`src/rtl/seg_scan_driver_pkg.sv`:
```
// -----------------------------------------------------------------------------
// seg_scan_driver_pkg
// Shared definitions for the 7-segment scan driver: the "everything off" pin
// codes, the scan FSM state encoding and the digit-index width used by the
// external digit-select counter.
// -----------------------------------------------------------------------------
package seg_scan_driver_pkg;

   localparam int DIG_W = 3;                  // digit index width (8 digits max)

   localparam logic [6:0] SEG_BLANK = 7'h7F;  // all cathodes off (active-low)
   localparam logic [7:0] AN_OFF    = 8'hFF;  // all anodes off (active-low)

   typedef logic [DIG_W-1:0] dig_idx_t;       // digit index 0..7
   typedef logic [DIG_W:0]   dig_cnt_t;       // digit count 0..8

   typedef enum logic [1:0] {
      BLANK,    // all anodes off while the digit select settles
      SHOW,     // selected digit lit
      ADVANCE,  // one rotate strobe to step the digit select
      SKIP      // extra rotate strobes to jump over unused indices
   } state_t;

endpackage

```
`src/rtl/seg_scan_driver_if.sv`:
```
// -----------------------------------------------------------------------------
// seg_scan_driver_if
// Bundles everything around the scan driver except clk/rst:
//   en, switch, load, digits_in, dp_in : into the driver
//   rotate                             : strobe out to the digit-select counter
//   an, seg, dp                        : board pins, active-low
// Modports: slave = the scan driver, master = whatever surrounds it.
// -----------------------------------------------------------------------------
interface seg_scan_driver_if;
   import seg_scan_driver_pkg::*;

   logic        en;
   dig_idx_t    switch;
   logic        load;
   logic [31:0] digits_in;
   logic [7:0]  dp_in;
   logic        rotate;
   logic [7:0]  an;
   logic [6:0]  seg;
   logic        dp;

   modport slave (
      input  en, switch, load, digits_in, dp_in,
      output rotate, an, seg, dp
   );

   modport master (
      output en, switch, load, digits_in, dp_in,
      input  rotate, an, seg, dp
   );

endinterface

```
`src/rtl/seg_hex_decode.sv`:
```
// -----------------------------------------------------------------------------
// seg_hex_decode
// Hex nibble to 7-segment code, active-low, bit order {g,f,e,d,c,b,a}.
// Ports:
//   nibble  in  4  hex value 0..F
//   seg     out 7  cathode pattern (0 = segment lit)
// -----------------------------------------------------------------------------
module seg_hex_decode
   import seg_scan_driver_pkg::*;
(
   input  logic [3:0] nibble,
   output logic [6:0] seg
);

   always_comb begin
      // NOTE: the default assignment up front keeps every path driven, so
      // no latch can be inferred even if the case below is edited later.
      seg = SEG_BLANK;
      case (nibble)
         4'h0: seg = 7'h40;
         4'h1: seg = 7'h79;
         4'h2: seg = 7'h24;
         4'h3: seg = 7'h30;
         4'h4: seg = 7'h19;
         4'h5: seg = 7'h12;
         4'h6: seg = 7'h02;
         4'h7: seg = 7'h78;
         4'h8: seg = 7'h00;
         4'h9: seg = 7'h10;
         4'hA: seg = 7'h08;
         4'hB: seg = 7'h03;
         4'hC: seg = 7'h46;
         4'hD: seg = 7'h21;
         4'hE: seg = 7'h06;
         4'hF: seg = 7'h0E;
      endcase
   end

endmodule

```
`src/rtl/seg_scan_driver.sv`:
```
// -----------------------------------------------------------------------------
// seg_scan_driver
// Multiplexed 8-digit 7-segment driver. Lights the digit chosen by an external
// digit-select counter, blanks between digits to avoid ghosting, and pulses
// rotate to step that counter. Digits are double-buffered: load fills a
// shadow copy which becomes visible only at the frame boundary.
// Ports:
//   clk  in  1   system clock
//   rst  in  1   synchronous, active-high reset
//   bus  slave   seg_scan_driver_if (en/switch/load/digits_in/dp_in in,
//                rotate/an/seg/dp out; pins active-low)
// Parameters:
//   DWELL_CYCLES  cycles a digit is lit per visit (>= 1)
//   BLANK_CYCLES  cycles dark before each digit (>= 1)
//   NUM_DIGITS    digits scanned (1..8); higher indices are skipped
//   CNT_W         timer width, must hold max(DWELL_CYCLES, BLANK_CYCLES)
// -----------------------------------------------------------------------------
module seg_scan_driver
   import seg_scan_driver_pkg::*;
#(
   parameter int DWELL_CYCLES = 100000,
   parameter int BLANK_CYCLES = 1000,
   parameter int NUM_DIGITS   = 8,
   parameter int CNT_W        = 17
) (
   input  logic             clk,
   input  logic             rst,
   seg_scan_driver_if.slave bus
);

   localparam logic [CNT_W-1:0] DWELL_LAST = CNT_W'(DWELL_CYCLES - 1);
   localparam logic [CNT_W-1:0] BLANK_LAST = CNT_W'(BLANK_CYCLES - 1);
   localparam dig_idx_t         LAST_IDX   = dig_idx_t'(NUM_DIGITS - 1);
   localparam dig_cnt_t         NUM_DIG    = dig_cnt_t'(NUM_DIGITS);
   localparam bit               HAS_SKIP   = (NUM_DIGITS < 8);
   // Last SKIP cycle index: SKIP lasts 8-NUM_DIGITS cycles (unused when 8 digits).
   localparam dig_idx_t         SKIP_LAST  = dig_idx_t'(7 - NUM_DIGITS);

   state_t           state, state_nxt;
   logic [CNT_W-1:0] timer;
   dig_idx_t         skip_cnt;

   logic [31:0] shadow_dig, active_dig;
   logic [7:0]  shadow_dp,  active_dp;

   logic       in_range, frame_end;
   logic [3:0] cur_nib;
   logic [6:0] dec_seg;

   logic [7:0] an_nxt,  an_q;
   logic [6:0] seg_nxt, seg_q;
   logic       dp_nxt,  dp_q;
   logic       rotate_q;

   // A desynced counter (index >= NUM_DIGITS) is shown dark but still rotated,
   // so the scan realigns itself within one lap.
   assign in_range  = ({1'b0, bus.switch} < NUM_DIG);
   assign frame_end = (bus.switch == LAST_IDX);
   assign cur_nib   = active_dig[{bus.switch, 2'b00} +: 4];

   seg_hex_decode u_dec (
      .nibble (cur_nib),
      .seg    (dec_seg)
   );

   // ---------------------------------------------------------------- FSM
   always_comb begin
      state_nxt = state;
      case (state)
         BLANK:   if (timer == BLANK_LAST) state_nxt = SHOW;
         SHOW:    if (timer == DWELL_LAST) state_nxt = ADVANCE;
         ADVANCE: state_nxt = (frame_end && HAS_SKIP) ? SKIP : BLANK;
         SKIP:    if (skip_cnt == SKIP_LAST) state_nxt = BLANK;
         default: state_nxt = BLANK;
      endcase
      // Disabled: park in BLANK so re-enabling always starts with a full gap.
      if (!bus.en) state_nxt = BLANK;
   end

   always_ff @(posedge clk) begin
      // NOTE: registers use non-blocking assignments so every flop samples
      // the pre-edge values, independent of statement order.
      if (rst) begin
         state    <= BLANK;
         timer    <= '0;
         skip_cnt <= '0;
      end else begin
         state    <= state_nxt;
         timer    <= (state_nxt != state || !bus.en) ? '0 : timer + CNT_W'(1);
         skip_cnt <= (state == SKIP && state_nxt == SKIP) ?
                     skip_cnt + dig_idx_t'(1) : '0;
      end
   end

   // ------------------------------------------------------ double buffer
   always_ff @(posedge clk) begin
      // NOTE: the digit buffers are reset (not left uninitialised) so the
      // first frame after reset shows a defined all-zero display.
      if (rst) begin
         shadow_dig <= '0;
         shadow_dp  <= '0;
         active_dig <= '0;
         active_dp  <= '0;
      end else begin
         if (bus.load) begin
            shadow_dig <= bus.digits_in;
            shadow_dp  <= bus.dp_in;
         end
         // Frame boundary: a load landing in this exact cycle bypasses the
         // shadow so it is not held back a whole frame.
         if (state == ADVANCE && frame_end) begin
            active_dig <= bus.load ? bus.digits_in : shadow_dig;
            active_dp  <= bus.load ? bus.dp_in     : shadow_dp;
         end
      end
   end

   // ------------------------------------------------------------ outputs
   always_comb begin
      an_nxt  = AN_OFF;
      seg_nxt = SEG_BLANK;
      dp_nxt  = 1'b1;
      if (bus.en && state == SHOW && in_range) begin
         an_nxt[bus.switch] = 1'b0;
         seg_nxt            = dec_seg;
         dp_nxt             = ~active_dp[bus.switch];
      end
   end

   // Pins follow the current state one cycle later; rotate is taken from the
   // next state so it is high exactly during ADVANCE/SKIP.
   always_ff @(posedge clk) begin
      if (rst) begin
         an_q     <= AN_OFF;
         seg_q    <= SEG_BLANK;
         dp_q     <= 1'b1;
         rotate_q <= 1'b0;
      end else begin
         an_q     <= an_nxt;
         seg_q    <= seg_nxt;
         dp_q     <= dp_nxt;
         rotate_q <= (state_nxt == ADVANCE) || (state_nxt == SKIP);
      end
   end

   assign bus.an     = an_q;
   assign bus.seg    = seg_q;
   assign bus.dp     = dp_q;
   assign bus.rotate = rotate_q;

endmodule

```
`src/flat_wrapper.sv`:
```
// flat-port wrapper written by rule: the top's interface ports become plain ports
module seg_scan_driver_flat import seg_scan_driver_pkg::*;
#(
   parameter int DWELL_CYCLES = 100000,
   parameter int BLANK_CYCLES = 1000,
   parameter int NUM_DIGITS   = 8,
   parameter int CNT_W        = 17
)
  (clk, rst, bus_en, bus_switch, bus_load, bus_digits_in, bus_dp_in, bus_rotate, bus_an, bus_seg, bus_dp);
  seg_scan_driver_if bus_i ();
  input  logic clk;
  input  logic rst;
  input wire logic [$bits(bus_i.en)-1:0] bus_en;
  input wire logic [$bits(bus_i.switch)-1:0] bus_switch;
  input wire logic [$bits(bus_i.load)-1:0] bus_load;
  input wire logic [$bits(bus_i.digits_in)-1:0] bus_digits_in;
  input wire logic [$bits(bus_i.dp_in)-1:0] bus_dp_in;
  output wire logic [$bits(bus_i.rotate)-1:0] bus_rotate;
  output wire logic [$bits(bus_i.an)-1:0] bus_an;
  output wire logic [$bits(bus_i.seg)-1:0] bus_seg;
  output wire logic [$bits(bus_i.dp)-1:0] bus_dp;
  assign bus_i.en = bus_en;
  assign bus_i.switch = bus_switch;
  assign bus_i.load = bus_load;
  assign bus_i.digits_in = bus_digits_in;
  assign bus_i.dp_in = bus_dp_in;
  assign bus_rotate = bus_i.rotate;
  assign bus_an = bus_i.an;
  assign bus_seg = bus_i.seg;
  assign bus_dp = bus_i.dp;
  seg_scan_driver #(.DWELL_CYCLES(DWELL_CYCLES), .BLANK_CYCLES(BLANK_CYCLES), .NUM_DIGITS(NUM_DIGITS), .CNT_W(CNT_W)) u_core (.clk(clk), .rst(rst), .bus(bus_i));
endmodule
```
`config.mk`:
```
export PLATFORM = sky130hd
export DESIGN_NAME = seg_scan_driver_flat
export DESIGN_NICKNAME = d
export VERILOG_FILES = /design/src/rtl/seg_scan_driver_pkg.sv /design/src/rtl/seg_scan_driver_if.sv /design/src/rtl/seg_hex_decode.sv /design/src/rtl/seg_scan_driver.sv /design/src/flat_wrapper.sv
export SDC_FILE = /design/constraint.sdc
export NUM_CORES = 1
export LEC_CHECK = 0
export BUFFER_PORTS_ARGS = -buffer_cell sky130_fd_sc_hd__buf_2
export CAP_MARGIN = 40
export CORE_ASPECT_RATIO = 1.1
export CORE_MARGIN = 1.5
export CORE_UTILIZATION = 55
export CTS_CLUSTER_SIZE = 10
export DETAILED_ROUTE_END_ITERATION = 7
export GPL_TIMING_DRIVEN = 0
export PLACE_DENSITY_LB_ADDON = 0.1
export SYNTH_ARGS = -nofsm -noshare
export SYNTH_HDL_FRONTEND = slang
export SYNTH_SLANG_ARGS = --single-unit
```
`constraint.sdc`:
```
create_clock -name clk -period 4.6 [get_ports clk]
set_clock_uncertainty 0.05 [all_clocks]
set_input_delay 0.46 -clock clk [delete_from_list [all_inputs] [get_ports clk]]
set_output_delay 0.46 -clock clk [all_outputs]
set_load 0.01 [all_outputs]
```
==> impl_metrics.json <==
{
  "outcome": "complete, no violations",
  "mappedNetlistNets": 548,
  "crit_buf_inv": 5,
  "timing.final.crit_period_ps": 2210,
  "synth-compound-area-share_pct": 12.1,
  "vias_per_cell": 5.45,
  "grt_pass1_vias": 3662,
  "clk_latency_ps": 510,
  "cts_buffers": 17,
  "die_y_um": 102,
  "p_seq_share_pct": 43.6,
  "ir_drop_v": 0.000241,
  "crit_path_end_kind": "register",
  "worst_pin_slew_ps": 882,
  "track_usage_pct": 23.7,
  "num_io_pins": 64,
  "portBuffers": 59,
  "dp_hpwl_um": 7350,
  "layout_common_cells": "dfxtp_1 (119), nor2_1 (93), buf_2 (65), mux2i_1 (54), a211oi_1 (42)",
  "path_cells": "buf_6 > buf_6 > buf_4 > nand2_1 > nor2_1 > nor4_2 > inv_1 > ha_1 > inv_1 > mux2i_1 > o31a_1",
  "synth_cells": 492,
  "hold_path_class": "primary input to register",
  "maxCapViolations": 0,
  "clk_root_buffer_cell": "clkbuf_8",
  "max_slew_margin_pct": 41.0,
  "total_power_mw": 2.43,
  "fmax_ghz": 0.452,
  "ctsHoldBuffers": 0,
  "drt-wirelength-per-cell_um": 14.9,
  "mappedNetlistArea_um2": 4900,
  "period_share_pct": 48.1,
  "synthMuxAreaShare_pct": 11.6,
  "synth.distinct_cells": 57,
  "cp-start-kind": "primary input",
  "yosys.area_share.simple_pct": 17.9,
  "switching_share_pct": 23.4,
  "ys_seq_area_share_pct": 48.6,
  "crit_path_max_incr_delay_ps": 570,
  "ant_nets": 0,
  "syn_avg_cell_area_um2": 9.97,
  "rr_startpoint": "u_core.active_dig[13]",
  "clk_pin_slew_ps": 60,
  "ys_top_cells_by_area": "dfxtp_1 (49%), mux2i_1 (11%), nor2_1 (7.1%), a211oi_1 (6.4%), ha_1 (2.3%)",
  "leakage_nw": 2.41,
  "tns_ps": 0,
  "drt-total-wl_um": 10400,
  "clockBufferDepth": 2,
  "ys_warn_count": 0,
  "drv_slew": 0,
  "crit_path_top_delay_cell": "nor4_2",
  "dp_cells": 662,
  "synth_top_family_by_area": "simple AND/OR/NAND/NOR gates",
  "drc_errors": 0,
  "fp.dieW_um": 93.0,
  "startpoint": "bus_switch[1]",
  "crit_required_ps": 4930,
  "drtPass1Iterations": 4,
  "p_comb_share_pct": 5.6,
  "grt_pass1_wl_um": 17500,
  "hold_viol_final": 0,
  "synth-seq-cells": 119,
  "synth_top_cell_by_area": "dfxtp_1",
  "synthFlopType": "dfxtp_1",
  "cts_setup_buffers": 0,
  "diodes": 0,
  "num_vias": 3781,
  "hp-start": "bus_digits_in[26]",
  "grt_max_degree": 17,
  "area_growth_syn_to_layout_pct": 20.3,
  "dieArea_um2": 9490,
  "drt_iter0_drc": 158,
  "powerDensity_nw_per_um2": 411,
  "postCtsResizedCells": 0,
  "synth_top_area_share_pct": 48.6,
  "htree_levels": 4,
  "grt_antenna_before_repair": 0,
  "critical_path_arrival_ps": 2550,
  "synthXorXnorAreaFrac_pct": 2.68,
  "rsz0062_at_grt": "no",
  "crit_type": "primary input to register",
  "synth-edff-count": 0,
  "p_clk_share_pct": 50.7,
  "p_sw_mw": 0.567,
  "synthAdderAreaFrac_pct": 2.30,
  "cp_max_fo": 10,
  "core-area_um2": 8500,
  "stdcell_count": 694,
  "final_common_cell": "dfxtp_1",
  "path_delay_family": "simple AND/OR/NAND/NOR gates",
  "cts_tree": "built",
  "num-nets-final": 626,
  "gp_congestion": 0.848,
  "cts_num_sinks": 119,
  "initial_core_util_pct": 57.7,
  "drive_above_1_share_pct": 23.7,
  "hold_ws_ps": 170,
  "fp-row-count": 35,
  "asyncSetResetFlopFracSynth_pct": 0,
  "p_int_mw": 1.86,
  "grt_overflow_total": 0,
  "setup_viol": 0
}
registers in the layout, summed over array words and instances (netlist names):
| register | cells |
|---|---|
| u_core.skip_cnt | 3 |
| u_core.state | 2 |
| u_core.shadow_dp | 8 |
| u_core.bus.dp | 1 |
| u_core.bus.an | 8 |
| u_core.bus.rotate | 1 |
| u_core.timer | 17 |
| u_core.shadow_dig | 32 |
| u_core.active_dp | 8 |
| u_core.active_dig | 32 |
| u_core.bus.seg | 7 |
layout make-up:
type	count	area, µm²
tap	111	139
clock buffer	19	442
timing repair buffer	59	295
buffer	33	211
fill	695	2590
clock inverter	13	121
multi-input combinational	333	2280
sequential	119	2380
inverter	7	26.3
power by group through the flow:
| stage | logic [mW] | clock network [mW] | registers [mW] |
|---|---|---|---|
| 2_1_floorplan | 0.0929 | 0 | 1.08 |
| 3_3_place_gp | 0.133 | 0 | 1.08 |
| 3_5_place_dp | 0.136 | 0 | 1.08 |
| 4_1_cts | 0.138 | 1.24 | 1.06 |
| 5_1_grt | 0.151 | 1.29 | 1.06 |
| 6_report | 0.137 | 1.23 | 1.06 |
metal layers:
layer  wire (µm)  part of all wire, %  up-vias  global-route usage [%]
li1            -                    -     1889                       -
met1        4800                   46     1794                    30.2
met2        4990                   48       88                    39.3
met3         407                  3.9       10                    4.99
met4         155                  1.5        0                    9.44
met5           0                    0        -                       0
worst reg2reg max path: stages, from the launching register on:
cell     delay [ps]
dfxtp_1         320
mux2i_1         140
nor2_1           80
nor4_2          570
inv_1           220
ha_1            290
inv_1            70
mux2i_1          60
o31a_1          240
through the flow:
step | cell area, µm² | util (%) | setup WS (ps)
after detailed placement | 5340 | 62.8 | 1900
after floorplan | 4900 | - | 2300
after global placement | 5340 | 62.8 | 1940
final | 5900 | 69.5 | 2390
after CTS | 5900 | 69.5 | 2410
after global routing | 5900 | 69.5 | 2220
cells by family (layout without fill, tap and decap cells):
family,count (synthesis),count (layout)
and+or+nand+nor,179,179
DFF,119,119
AOI/OAI and AO/OA,74,74
muxes,56,56
buffers and inverters,40,131
xor gates and xnor gates,15,15
adders and majority gates,9,9
worst paths after layout:
check             cells after the start                    end  slack [ps]
setup / recovery                     11      u_core.bus.seg[3]        2390
hold / removal                        3  u_core.shadow_dig[26]         170
setup reg to reg                      8      u_core.bus.seg[3]        2410
hold reg to reg                       1     u_core.skip_cnt[0]         380
synth_stat cells (2+ instances only):
cell type,instances
nand2_1,19
nor2b_4,2
o22ai_1,2
nor2_1,93
clkbuf_1,8
and2_1,4
xor2_1,12
a211oi_1,42
ha_1,9
nor2b_1,4
buf_6,6
nand2b_1,2
nor2_2,12
o221ai_1,3
and3_1,6
buf_1,7
dfxtp_1,119
inv_1,7
nor4_1,3
nand4_1,6
a221o_1,3
buf_2,6
o31a_1,2
xnor2_1,3
buf_4,5
o21ai_0,4
nand3_1,15
mux2i_1,54
a21oi_1,6
(Power assumes the default switching activity.)
